[src/rtl/motor_act_pkg.sv]
// rtl/motor_act_pkg.sv - shared defaults and skid-buffer state type for the motor activation stage
package motor_act_pkg;

  localparam int unsigned MOTOR_W  = 32;
  localparam int unsigned MOTOR_I  = 8;
  localparam int unsigned MOTOR_N  = 4;
  localparam int unsigned MOTOR_CW = 16;
  localparam int unsigned LEAK_W   = 4;

  typedef enum logic [1:0] {
    EMPTY = 2'd0,
    ONE   = 2'd1,
    TWO   = 2'd2
  } skid_state_e;

endpackage

[src/rtl/motor_relu_lane.sv]
// rtl/motor_relu_lane.sv - single-channel ReLU / leaky ReLU, optional ReLU-N clip under RELU_CLIP_EN
module motor_relu_lane
  import motor_act_pkg::*;
#(
  parameter int unsigned W = MOTOR_W
) (
  input  logic signed [W-1:0]      x_i,
  input  logic        [LEAK_W-1:0] leak_shift_i,
`ifdef RELU_CLIP_EN
  input  logic        [W-2:0]      clip_val_i,
`endif
  output logic        [W-1:0]      y_o,
  output logic                     nonpos_o
);

  always_comb begin
    nonpos_o = x_i[W-1] || (x_i == '0);
    y_o      = '0;
    if (!nonpos_o) begin
      y_o = x_i;
`ifdef RELU_CLIP_EN
      // x is positive here, so its low W-1 bits are its magnitude
      if (x_i[W-2:0] > clip_val_i) begin
        y_o = {1'b0, clip_val_i};
      end
`endif
    end else if (leak_shift_i != '0) begin
      y_o = x_i >>> leak_shift_i;
    end
  end

endmodule

[src/rtl/motor_relu_stream.sv]
// rtl/motor_relu_stream.sv - streaming N-channel ReLU stage behind a two-entry skid buffer (RELU_CLIP_EN adds clip_val)
module motor_relu_stream
  import motor_act_pkg::*;
#(
  parameter int unsigned W  = MOTOR_W,
  parameter int unsigned I  = MOTOR_I,
  parameter int unsigned N  = MOTOR_N,
  parameter int unsigned CW = MOTOR_CW
) (
  input  logic              ap_clk,
  input  logic              ap_rst_n,
  input  logic              s_valid,
  output logic              s_ready,
  input  logic [N*W-1:0]    s_data,
  output logic              m_valid,
  input  logic              m_ready,
  output logic [N*W-1:0]    m_data,
  input  logic [LEAK_W-1:0] leak_shift,
`ifdef RELU_CLIP_EN
  input  logic [W-2:0]      clip_val,
`endif
  input  logic              cnt_clr,
  output logic [CW-1:0]     np_count
);

  localparam int unsigned SW = CW + 1;

  skid_state_e       state_q;
  logic [N*W-1:0]    main_q, skid_q;
  logic              s_ready_q, m_valid_q;
  logic [CW-1:0]     np_count_q, np_count_d;
  logic [N*W-1:0]    lane_y;
  logic [N-1:0]      lane_np;
  logic [7:0]        np_beat;
  logic [SW-1:0]     np_sum;
  logic              accept;

  assign accept = s_valid && s_ready_q;

  for (genvar k = 0; k < N; k++) begin : g_lane
    motor_relu_lane #(.W(W)) u_lane (
      .x_i          (s_data[k*W +: W]),
      .leak_shift_i (leak_shift),
`ifdef RELU_CLIP_EN
      .clip_val_i   (clip_val),
`endif
      .y_o          (lane_y[k*W +: W]),
      .nonpos_o     (lane_np[k])
    );
  end

  always_comb begin
    np_beat = '0;
    for (int k = 0; k < N; k++) begin
      np_beat = np_beat + 8'(lane_np[k]);
    end
  end

  // One guard bit above the counter catches the saturating carry
  assign np_sum = {1'b0, np_count_q} + SW'(np_beat);

  always_comb begin
    np_count_d = np_count_q;
    if (cnt_clr) begin
      np_count_d = '0;
    end else if (accept) begin
      np_count_d = np_sum[CW] ? '1 : np_sum[CW-1:0];
    end
  end

  always_ff @(posedge ap_clk or negedge ap_rst_n) begin
    if (!ap_rst_n) begin
      np_count_q <= '0;
    end else begin
      np_count_q <= np_count_d;
    end
  end

  // s_ready tracks the next state so it is low the cycle after entering TWO
  always_ff @(posedge ap_clk or negedge ap_rst_n) begin
    if (!ap_rst_n) begin
      state_q   <= EMPTY;
      main_q    <= '0;
      skid_q    <= '0;
      s_ready_q <= 1'b0;
      m_valid_q <= 1'b0;
    end else begin
      case (state_q)
        EMPTY: begin
          s_ready_q <= 1'b1;
          if (accept) begin
            main_q    <= lane_y;
            state_q   <= ONE;
            m_valid_q <= 1'b1;
          end
        end
        ONE: begin
          if (accept && m_ready) begin
            main_q <= lane_y;
          end else if (accept) begin
            skid_q    <= lane_y;
            state_q   <= TWO;
            s_ready_q <= 1'b0;
          end else if (m_ready) begin
            state_q   <= EMPTY;
            m_valid_q <= 1'b0;
          end
        end
        TWO: begin
          if (m_ready) begin
            main_q    <= skid_q;
            state_q   <= ONE;
            s_ready_q <= 1'b1;
          end
        end
        default: begin
          state_q   <= EMPTY;
          s_ready_q <= 1'b1;
          m_valid_q <= 1'b0;
        end
      endcase
    end
  end

  assign s_ready  = s_ready_q;
  assign m_valid  = m_valid_q;
  assign m_data   = main_q;
  assign np_count = np_count_q;

endmodule

[config.mk]
export PLATFORM = sky130hd
export DESIGN_NAME = motor_relu_stream
export DESIGN_NICKNAME = d
export VERILOG_FILES = /design/src/rtl/motor_act_pkg.sv /design/src/rtl/motor_relu_lane.sv /design/src/rtl/motor_relu_stream.sv
export SDC_FILE = /design/constraint.sdc
export NUM_CORES = 1
export LEC_CHECK = 0
export BUFFER_PORTS_ARGS = -buffer_cell sky130_fd_sc_hd__buf_2
export CORE_AREA = 2 2 226 228
export CTS_BUF_LIST = sky130_fd_sc_hd__clkbuf_4
export CTS_CLUSTER_DIAMETER = 200
export DETAILED_ROUTE_END_ITERATION = 6
export DIE_AREA = 0 0 228 230
export GPL_TIMING_DRIVEN = 0
export PLACE_DENSITY_LB_ADDON = 0.05
export SKIP_LAST_GASP = 1
export SLEW_MARGIN = 20
export SYNTH_ARGS = -nofsm -noshare
export SYNTH_HDL_FRONTEND = slang
export SYNTH_SLANG_ARGS = --single-unit
[constraint.sdc]
create_clock -name ap_clk -period 8.7 [get_ports ap_clk]
set_input_delay 0.87 -clock ap_clk [delete_from_list [all_inputs] [get_ports ap_clk]]
set_output_delay 0.87 -clock ap_clk [all_outputs]
set_load 0.01 [all_outputs]
==> impl_metrics.json <==
{
  "status": "complete, but fails checks",
  "failed_checks": "design-rule violations",
  "period_needed_ns": 5.124,
  "postCtsResizedCells": 0,
  "synth_top_area_cell": "dfrtp_1",
  "grt_setup_unrepaired": "no",
  "syn_to_final_growth_pct": 16.80,
  "layout.nets": 2591,
  "maxSlewHeadroom_pct": 15.48,
  "ys_types": 63,
  "post-route-period-util_pct": 58.89,
  "grt_pass1_vias": 21110,
  "synth_warnings": 0,
  "drc_errors": 2,
  "ant_nets": 0,
  "vias": 21590,
  "totalWireLength_microns": 106400,
  "cts.sinks": 276,
  "ctsHoldBuffers": 0,
  "h-tree-depth": 3,
  "synth_seq_area_share_pct": 34.94,
  "syn_nets": 2227,
  "core-area_sq_mm": 0.04986,
  "postSynthCellCount": 2086,
  "leakagePower_uw": 0.009436,
  "clk_pin_slew_ns": 0.07,
  "stdcell_area_sq_mm": 0.02309,
  "hold_violations": 0,
  "post-place-cells": 3040,
  "nFillCells": 5028,
  "async_flop_share_pct": 100.0,
  "grt_usage_pct": 40.07,
  "ir_worst_vdd_uv": 127.8,
  "setup_viol": 0,
  "multi_input_area_sq_mm": 0.01182,
  "detailed_place_hpwl_microns": 77190,
  "p_int_uw": 3551,
  "seqPwrFrac_pct": 35.8,
  "vias_per_cell": 6.792,
  "final_common_cell": "buf_2",
  "final_cell_mix": "328 x buf_2, 287 x nand2_1, 276 x dfrtp_1, 203 x a31oi_1, 159 x nor2_1",
  "postSynthAreaPerCell_sq_um": 9.476,
  "grt_max_degree": 97,
  "hold_path.class": "in2async",
  "crit_path_end_kind": "flop",
  "ys_seq_elements": 276,
  "die_width_microns": 228,
  "place.gp.congestion": 1.005,
  "grt_pass1_wl_microns": 152100,
  "tritoncts": "yes",
  "maxSlewViolCount": 0,
  "rows": 82,
  "timing.final.ws_setup_ns": 3.576,
  "pre_cts_slack_ns": 2.848,
  "dr.pass1.iters": 7,
  "power_density_mw_per_mm2": 271.4,
  "max_slew.worst_pin.slew_ns": 1.268,
  "start_kind": "primary input",
  "cp.arrival_ns": 5.88,
  "dieArea_sq_mm": 0.05244,
  "yosysTopAreaCellShare_pct": 34.94,
  "maxCapViolations": 0,
  "path_max_fanout": 10,
  "antenna_found_initial": 4,
  "tns_ns": 0,
  "fp.dieH_microns": 230,
  "wl_per_cell_microns": 33.49,
  "cts_root_buf": "clkbuf_4",
  "fin_skew_ns": 0.03676,
  "clockBufferDepth": 3,
  "first_iter_violations": 2675,
  "clockPowerShare_pct": 19.5,
  "initial_core_util_pct": 39.64,
  "critPathKind": "in2reg",
  "fmax_mhz": 195.2,
  "cts_setup_buffers": 0,
  "synth-edff-count": 0,
  "numPortBuffers": 278,
  "synth_ff_type": "dfrtp_1",
  "layout.area.seq_sq_mm": 0.006907,
  "netlist_area_sq_mm": 0.01977,
  "num_io_pins": 283,
  "worstSkewPairLatency_ns": 0.87,
  "layout-drive-gt1-share_pct": 27.02,
  "numCtsBuffers": 80,
  "dpl_cell_area_sq_mm": 0.02212,
  "overflow": 0,
  "sw_frac_of_total_pct": 43.33,
  "power_uw": 6266,
  "comb_power_share_pct": 44.7,
  "worstPathRequired_ns": 9.45,
  "switchingPower_uw": 2715,
  "synth_area_leaders": "dfrtp_1 35%, mux4_2 17%, a31oi_1 6.4%",
  "instances_no_fill": 3178
}
[synth_stat cells, drive strengths merged, types with 7 or more instances]
| cell | count |
|---|---|
| a211o | 8 |
| a211oi | 32 |
| a21boi | 13 |
| a21oi | 44 |
| a311oi | 9 |
| a31oi | 203 |
| and3 | 7 |
| and4 | 10 |
| buf | 103 |
| clkbuf | 115 |
| dfrtp | 276 |
| inv | 12 |
| mux2 | 9 |
| mux2i | 109 |
| mux4 | 152 |
| nand2 | 287 |
| nand3 | 117 |
| nand4 | 34 |
| nor2 | 160 |
| nor3 | 35 |
| nor4 | 29 |
| nor4b | 8 |
| o211ai | 22 |
| o21ai | 48 |
| o22ai | 61 |
| o31ai | 58 |
| or3 | 59 |
[through the flow]
stage	util, %	hold slack, ns
final	46.30	0.004891
after global routing	46.28	0.002014
after CTS	46.26	0.05692
after detailed placement	44.37	0.4714
after global placement	44.12	0.4624
after floorplan	-	0.4495
[cell families (layout without fill, tap and decap cells)]
group,count (synthesis),after routing,synth area share (%)
other cells,0,8,0
flops,276,276,34.94
fa+ha+maj,4,4,0.3671
simple gates,774,774,18.27
mux,270,270,23.35
buf+inv,231,643,5.399
compound gates,531,531,17.68
[cell type report]
type                    count  share of cell area, %
diodes                      8                0.08671
clock inverters             9                 0.1626
well taps                 672                  3.642
inverters                  13                 0.2113
plain buffers             218                  4.433
repair buffers            282                  6.438
flip-flops and latches    276                  29.91
clock buffers             121                  3.934
multi-input cells        1579                  51.18
[routing by layer]
| metal | GRT usage [%] | vias up | wire [microns] |
|---|---|---|---|
| met3 | 11.28 | 348 | 11700 |
| met1 | 53.06 | 10870 | 41880 |
| li1 | - | 8850 | - |
| met5 | 0 | - | 10 |
| met4 | 22.61 | 2 | 7051 |
| met2 | 59.07 | 1517 | 45810 |
[registers in the layout, indices dropped and copies added, names as in the netlist]
signal / flops
s_ready: 1
m_valid: 1
np_count: 16
state_q: 2
skid_q: 128
m_data: 128
[power by group through the flow]
stage	combinational (uW)	clock, uW	sequential, uW
after CTS	2760	1240	2240
after detailed placement	2750	0	2260
after floorplan	1470	0	2320
after global routing	3020	1310	2310
after global placement	2720	0	2240
final	2800	1220	2240
[worst max-delay path, stage by stage]
cell,delay (ns)
buf_2,0.24
nor3_1,0.09
and4_1,0.26
a21oi_2,0.54
inv_2,0.28
buf_1,0.47
fa_1,0.65
inv_1,0.06
fa_1,0.45
inv_1,0.09
fa_1,0.22
and3_1,0.16
clkbuf_1,0.29
nand4_1,0.19
or2_2,0.32
clkbuf_1,0.16
buf_2,0.21
a311oi_1,0.30
[path summary, 6_finish.rpt]
path                                endpoint   startpoint  slack [ns]  depth (start not counted)
worst max-delay path             np_count[1]   s_data[27]        3.58                         18
worst min-delay path            np_count[14]     ap_rst_n       0.005                          1
worst max register to register   np_count[1]  np_count[0]        5.21                         12
worst min register to register   skid_q[122]  skid_q[122]        0.48                          2
max in group asynchronous        skid_q[104]     ap_rst_n        7.64                          2
min in group ap_clk                skid_q[7]    s_data[7]        0.32                          3
Note: power is estimated with default switching activity, not from simulation.
